===== config.mk =====
export PLATFORM = sky130hd
export DESIGN_NAME = data_mem_ctrl
export DESIGN_NICKNAME = d
export VERILOG_FILES = /design/src/rtl/data_mem_ctrl_pkg.sv /design/src/rtl/data_mem_ctrl_lane_align.sv /design/src/rtl/data_mem_ctrl.sv
export SDC_FILE = /design/constraint.sdc
export NUM_CORES = 1
export LEC_CHECK = 0
export BUFFER_PORTS_ARGS = -buffer_cell sky130_fd_sc_hd__buf_2
export CELL_PAD_IN_SITES_DETAIL_PLACEMENT = 2
export CELL_PAD_IN_SITES_GLOBAL_PLACEMENT = 2
export CORE_MARGIN = 8
export CORE_UTILIZATION = 29
export CTS_CLUSTER_SIZE = 16
export DETAILED_ROUTE_END_ITERATION = 6
export PLACE_DENSITY_LB_ADDON = 0.1
export RECOVER_POWER = 50
export SETUP_SLACK_MARGIN = 0.4
export SYNTH_ARGS = -nofsm -noshare
export SYNTH_HDL_FRONTEND = slang
export SYNTH_HIERARCHICAL = 1
export SYNTH_SLANG_ARGS = --single-unit

===== constraint.sdc =====
create_clock -name clk -period 4.3 [get_ports clk]
set_clock_uncertainty 0.15 [all_clocks]
set_input_delay 0 -clock clk [delete_from_list [all_inputs] [get_ports clk]]
set_output_delay 0 -clock clk [all_outputs]
set_load 0.02 [all_outputs]

===== src/rtl/data_mem_ctrl_pkg.sv =====
// Shared widths, funct3 access codes, memory rw_flag encodings and FSM states
// for the data-memory controller.
package data_mem_ctrl_pkg;

  localparam int Data_Width = 32;
  localparam int Addr_Width = 32;

  localparam logic [2:0] F3_B  = 3'b000;
  localparam logic [2:0] F3_H  = 3'b001;
  localparam logic [2:0] F3_W  = 3'b010;
  localparam logic [2:0] F3_BU = 3'b100;
  localparam logic [2:0] F3_HU = 3'b101;

  localparam logic [1:0] RW_NONE = 2'b00;
  localparam logic [1:0] READ    = 2'b10;
  localparam logic [1:0] WRITE   = 2'b01;

  typedef enum logic [2:0] {
    IDLE    = 3'd0,
    ISSUE   = 3'd1,
    WAIT_RD = 3'd2,
    WAIT_WR = 3'd3,
    RESP    = 3'd4
  } state_t;

  function automatic logic is_misaligned(input logic [2:0] funct3, input logic [1:0] off);
    logic mis;
    mis = 1'b0;
    case (funct3)
      F3_H, F3_HU: mis = off[0];
      F3_W:        mis = (off != 2'b00);
      default:     mis = 1'b0;
    endcase
    return mis;
  endfunction

endpackage


===== src/rtl/data_mem_ctrl_lane_align.sv =====
// Byte-lane steering: store mask/data placement and load extraction with
// sign/zero extension. Purely combinational.
module mem_lane_align
  import data_mem_ctrl_pkg::*;
(
  input  logic [2:0]            funct3,
  input  logic                  store,
  input  logic [1:0]            off,
  input  logic [Data_Width-1:0] wdata,
  input  logic [Data_Width-1:0] rdata,
  output logic [3:0]            mask,
  output logic [Data_Width-1:0] st_data,
  output logic [Data_Width-1:0] ld_data
);

  logic [4:0]            shamt;
  logic [Data_Width-1:0] sh;

  always_comb begin
    shamt   = {off, 3'b000};
    sh      = rdata >> shamt;
    st_data = wdata << shamt;

    // loads always fetch the full word; only stores narrow the mask
    mask = 4'b1111;
    if (store) begin
      case (funct3)
        F3_B:    mask = 4'b0001 << off;
        F3_H:    mask = 4'b0011 << off;
        default: mask = 4'b1111;
      endcase
    end

    case (funct3)
      F3_B:    ld_data = {{24{sh[7]}}, sh[7:0]};
      F3_BU:   ld_data = {24'b0, sh[7:0]};
      F3_H:    ld_data = {{16{sh[15]}}, sh[15:0]};
      F3_HU:   ld_data = {16'b0, sh[15:0]};
      default: ld_data = sh;
    endcase
  end

endmodule


===== src/rtl/data_mem_ctrl.sv =====
// Load/store controller: one outstanding access, misalignment trapping,
// load flush handling and a single-cycle tagged response.
module data_mem_ctrl
  import data_mem_ctrl_pkg::*;
#(
  parameter int TAG_W = 4
)
(
  input  logic                  clk,
  input  logic                  rst,
  input  logic                  req_valid,
  output logic                  req_ready,
  input  logic                  req_store,
  input  logic [2:0]            req_funct3,
  input  logic [Addr_Width-1:0] req_addr,
  input  logic [Data_Width-1:0] req_wdata,
  input  logic [TAG_W-1:0]      req_tag,
  output logic                  resp_valid,
  output logic [TAG_W-1:0]      resp_tag,
  output logic [Data_Width-1:0] resp_data,
  output logic                  resp_err,
  input  logic                  flush,
  input  logic                  mem_free,
  input  logic                  mem_read_valid,
  input  logic [Data_Width-1:0] mem_o_data,
  output logic [1:0]            mem_rw_flag,
  output logic [Addr_Width-1:0] mem_addr,
  output logic [Data_Width-1:0] mem_i_data,
  output logic [3:0]            mem_mask
);

  state_t                state, state_nx;
  logic [Addr_Width-1:0] addr_q;
  logic [2:0]            funct3_q;
  logic [Data_Width-1:0] wdata_q, data_q;
  logic [TAG_W-1:0]      tag_q;
  logic                  store_q, err_q, drop_q, wr_first_q;
  logic                  accept, misaligned, load_flush;
  logic [3:0]            lane_mask;
  logic [Data_Width-1:0] lane_st_data, lane_ld_data;

  assign req_ready  = (state == IDLE) && !flush;
  assign accept     = req_valid && req_ready;
  assign misaligned = is_misaligned(req_funct3, req_addr[1:0]);
  assign load_flush = flush && !store_q;

  assign resp_tag  = tag_q;
  assign resp_data = data_q;
  assign resp_err  = err_q;

  mem_lane_align u_align (
    .funct3  (funct3_q),
    .store   (store_q),
    .off     (addr_q[1:0]),
    .wdata   (wdata_q),
    .rdata   (mem_o_data),
    .mask    (lane_mask),
    .st_data (lane_st_data),
    .ld_data (lane_ld_data)
  );

  always_ff @(posedge clk) begin
    if (rst) begin
      state      <= IDLE;
      addr_q     <= '0;
      funct3_q   <= '0;
      wdata_q    <= '0;
      data_q     <= '0;
      tag_q      <= '0;
      store_q    <= 1'b0;
      err_q      <= 1'b0;
      drop_q     <= 1'b0;
      wr_first_q <= 1'b0;
    end else begin
      state      <= state_nx;
      // memory may still report free in the cycle right after it took a write
      wr_first_q <= (state == ISSUE);
      if (accept) begin
        addr_q   <= req_addr;
        funct3_q <= req_funct3;
        wdata_q  <= req_wdata;
        tag_q    <= req_tag;
        store_q  <= req_store;
        err_q    <= misaligned;
        data_q   <= '0;
        drop_q   <= 1'b0;
      end
      if (state == WAIT_RD) begin
        if (flush)          drop_q <= 1'b1;
        if (mem_read_valid) data_q <= lane_ld_data;
      end
    end
  end

  always_comb begin
    state_nx = state;
    case (state)
      IDLE:    if (accept) state_nx = misaligned ? RESP : ISSUE;
      ISSUE: begin
        if (load_flush)    state_nx = IDLE;
        else if (mem_free) state_nx = store_q ? WAIT_WR : WAIT_RD;
      end
      WAIT_RD: if (mem_read_valid) state_nx = (drop_q || flush) ? IDLE : RESP;
      WAIT_WR: if (mem_free && !wr_first_q) state_nx = RESP;
      RESP:    state_nx = IDLE;
      default: state_nx = IDLE;
    endcase
  end

  always_comb begin
    mem_rw_flag = RW_NONE;
    mem_addr    = '0;
    mem_i_data  = '0;
    mem_mask    = '0;
    resp_valid  = 1'b0;
    case (state)
      ISSUE, WAIT_RD, WAIT_WR: begin
        mem_addr   = addr_q;
        mem_i_data = lane_st_data;
        mem_mask   = lane_mask;
        if (state == ISSUE && mem_free && !load_flush)
          mem_rw_flag = store_q ? WRITE : READ;
      end
      RESP:    resp_valid = !load_flush;
      default: ;
    endcase
  end

endmodule


==> results.ini <==
[status]
outcome = finished, final reports clean

[floorplan]
core_um2 = 20000
dieArea_um2 = 25100
fp.dieW_um = 158
io_pins = 219
die_y_um = 158
initial_utilization_pct = 29.3
num_rows = 52

[routing]
post_drt_wl_per_cell_um = 18.9
drc = 0
vias = 6407
firstDrtPassIters = 4
wl_um = 25200
initialDrtViolationCount = 255
drtAntennaViolNets = 0
viasPerCell = 4.80

[synth]
synth-xor-area-share_pct = 0
ys_warn_count = 6
ys.flop_type = dfxtp_1
synth_top_family_by_area = simple AND/OR/NAND/NOR gates
synth.area.top_cells = dfxtp_1 (37%), nand2_1 (13%), a21oi_1 (11%)
synth_fa_ha_area_share_pct = 0
yosysTopAreaCellShare_pct = 37.5
async_reset_ff_share_pct = 0
synthesis.nets = 904
synth-compound-area-share_pct = 17.6
ys_seq_area_share_pct = 37.5
synthesis.instances = 794
synth-simple-area-share_pct = 32.1
synthMuxAreaShare_pct = 5.89
ys_ff_latch = 110
synth_top_area_cell = dfxtp_1
synth_cell_types = 42
synthesis.area_um2 = 5880
syn_area_per_cell_um2 = 7.40
synth_edf_count = 0

[grt]
grt.total_usage_pct = 20.0
grt_pass1_vias = 7016
grt_pass1_wl_um = 39500
grt_max_degree = 78
antenna_found_initial = 2
grt_overflow = 0

[critical_path]
cp-end-kind = output pin
worst_path_max_delay_cell = nor2b_2
path_max_fanout = 40
r2r.worst_path.cells = 5
arrival_ps = 2530
setup.worst_path.class = flip-flop to output pin
cp.required_ps = 4150
worstSetupStartpointType = flip-flop
critPathMaxStageDelay_ps = 700
crit_path_cell_trace = buf_4 -> nor2b_2 -> a21oi_1 -> nand2_1 -> and2_1 -> buf_2

[power_and_ir_drop]
p_leak_uw = 0.00332
max-vdd-ir-drop_mv = 0.200
power.density_nw_per_um2 = 327

[layout]
fin_area_um2 = 8220
nFillCells = 2410
most-common-layout-cells = nand2_1 (203), buf_2 (174), a21oi_1 (128)
drive_gt1_share_pct = 20.8
syn_to_final_growth_pct = 39.8
mostFrequentLayoutCell = nand2_1
final_nets = 1168

[worst_hold_path]
min_path_cells = 5
hp-class = input port to flip-flop

[clock_tree]
cts_tree = done
clock_path_buffers = 2
cts_buffers = 9
h-tree-depth = 3
clk_pin_slew_ps = 70
clockRootBuffer = clkbuf_16
post-cts-setup-buffers = 0
clock-sinks = 110
clk_latency_ps = 350

[timing]
period_needed_ps = 2680
rsz0062_at_grt = no
tightest_slew_ps = 1130
relSlewSlack_pct = 24.5
finalSetupTns_ps = 0
setup_viol = 0
fin_crit_sh_pct = 62.4
hold_violations = 0
maxSlewViolCount = 0
fmax_mhz = 373

[placed_design]
gp_congestion = 0.755
dp_hpwl_um = 16800
placedInstanceArea_um2 = 7010
io_buffers = 218

[flow_run]
max_cap_viol_count = 0

## layout make-up
class,count,area [um^2],area share [%]
antenna,2,5.00,0.0609
clock buffer,10,229,2.79
clock inverter,5,108,1.31
inverter,3,11.3,0.137
multi-input combinational,612,3270,39.8
sequential,110,2200,26.8
tap,270,338,4.11
timing repair buffer,322,2050,25.0
## power breakdown
part / total, uW / switching, uW / internal [uW] / leakage (uW)
logic: 591 / 350 / 240 / 0.00226
clock network: 973 / 402 / 571 / 0.000163
registers: 1120 / 53.2 / 1070 / 0.000895
total: 2680 / 805 / 1880 / 0.00332
## cell families (layout without fill, tap and decap cells)
family	Yosys count	in the layout
other	0	2
buffers and inverters	72	340
AOI/OAI and AO/OA	181	181
and+or+nand+nor	397	397
muxes	34	34
DFF	110	110
## cells in the mapped netlist, types with 2 or more instances
library cell / count
nor2b_1: 19
buf_1: 2
o211ai_1: 8
o21ai_0: 14
a211oi_1: 16
mux2i_1: 32
clkbuf_1: 22
nor2_2: 2
inv_1: 3
a31oi_1: 7
nor4_1: 3
a21oi_1: 128
and2_1: 78
buf_2: 25
nor2_1: 21
nand2_1: 204
buf_4: 7
nand2b_1: 4
dfxtp_1: 110
clkbuf_2: 3
and3_1: 2
buf_6: 10
nor3_1: 3
nand3_1: 45
or2_2: 9
## stage by stage
| stage | instances | worst slack [ps] | total power, uW | util [%] | hold WS [ps] |
|---|---|---|---|---|---|
| floorplan | 794 | 2530 | 1490 | - | -70.6 |
| global placement | 1223 | 1500 | 1670 | 35.0 | 94.2 |
| detailed placement | 1223 | 1440 | 1670 | 35.0 | 98.2 |
| CTS | 1332 | 1150 | 2730 | 41.3 | 18.7 |
| global route | 1333 | 1330 | 2830 | 41.0 | 65.7 |
| finish | 1334 | 1620 | 2680 | 41.0 | 39.4 |
## registers in the layout, summed over array words and instances (netlist names)
name        flops
funct3_q        3
drop_q          1
resp_tag        4
wr_first_q      1
store_q         1
state           3
resp_err        1
resp_data      32
wdata_q        32
addr_q         32
## worst paths after layout
check / from / to / slack [ps]
min reg2reg: addr_q[5]$_SDFFE_PP0P_ / addr_q[5]$_SDFFE_PP0P_ / 300
max reg2reg: state[0]$_SDFFE_PP0P_ / wdata_q[18]$_SDFFE_PP0P_ / 1630
max: addr_q[1]$_SDFFE_PP0P_ / mem_mask[2] / 1620
min: mem_o_data[10] / resp_data[2]$_SDFF_PP0_ / 40
## repair_timing
| item | 4_1_cts | 5_1_grt |
|---|---|---|
| resized for setup | 0 | 0 |
| endpoints found under the hold margin | 96 | 0 |
| hold buffers | 94 | 0 |
## layer usage
layer	share of wire (%)	routed length, um	track usage [%]	vias to the layer above
met5	0.052	13	0	-
met4	1.9	486	5.70	2
met3	5.5	1390	4.99	30
met2	48	12200	34.5	148
met1	44	11100	24.2	3046
li1	-	-	-	3181
## worst max-delay path: cells and delay by family, from the launching register on
| kind | cells | cell delay (ps) |
|---|---|---|
| buffers and inverters | 2 | 530 |
| flip-flops | 1 | 510 |
| AO/OA/AOI/OAI | 1 | 180 |
| AND/OR/NAND/NOR | 3 | 940 |
No activity file was read; power rests on OpenSTA's default activity.
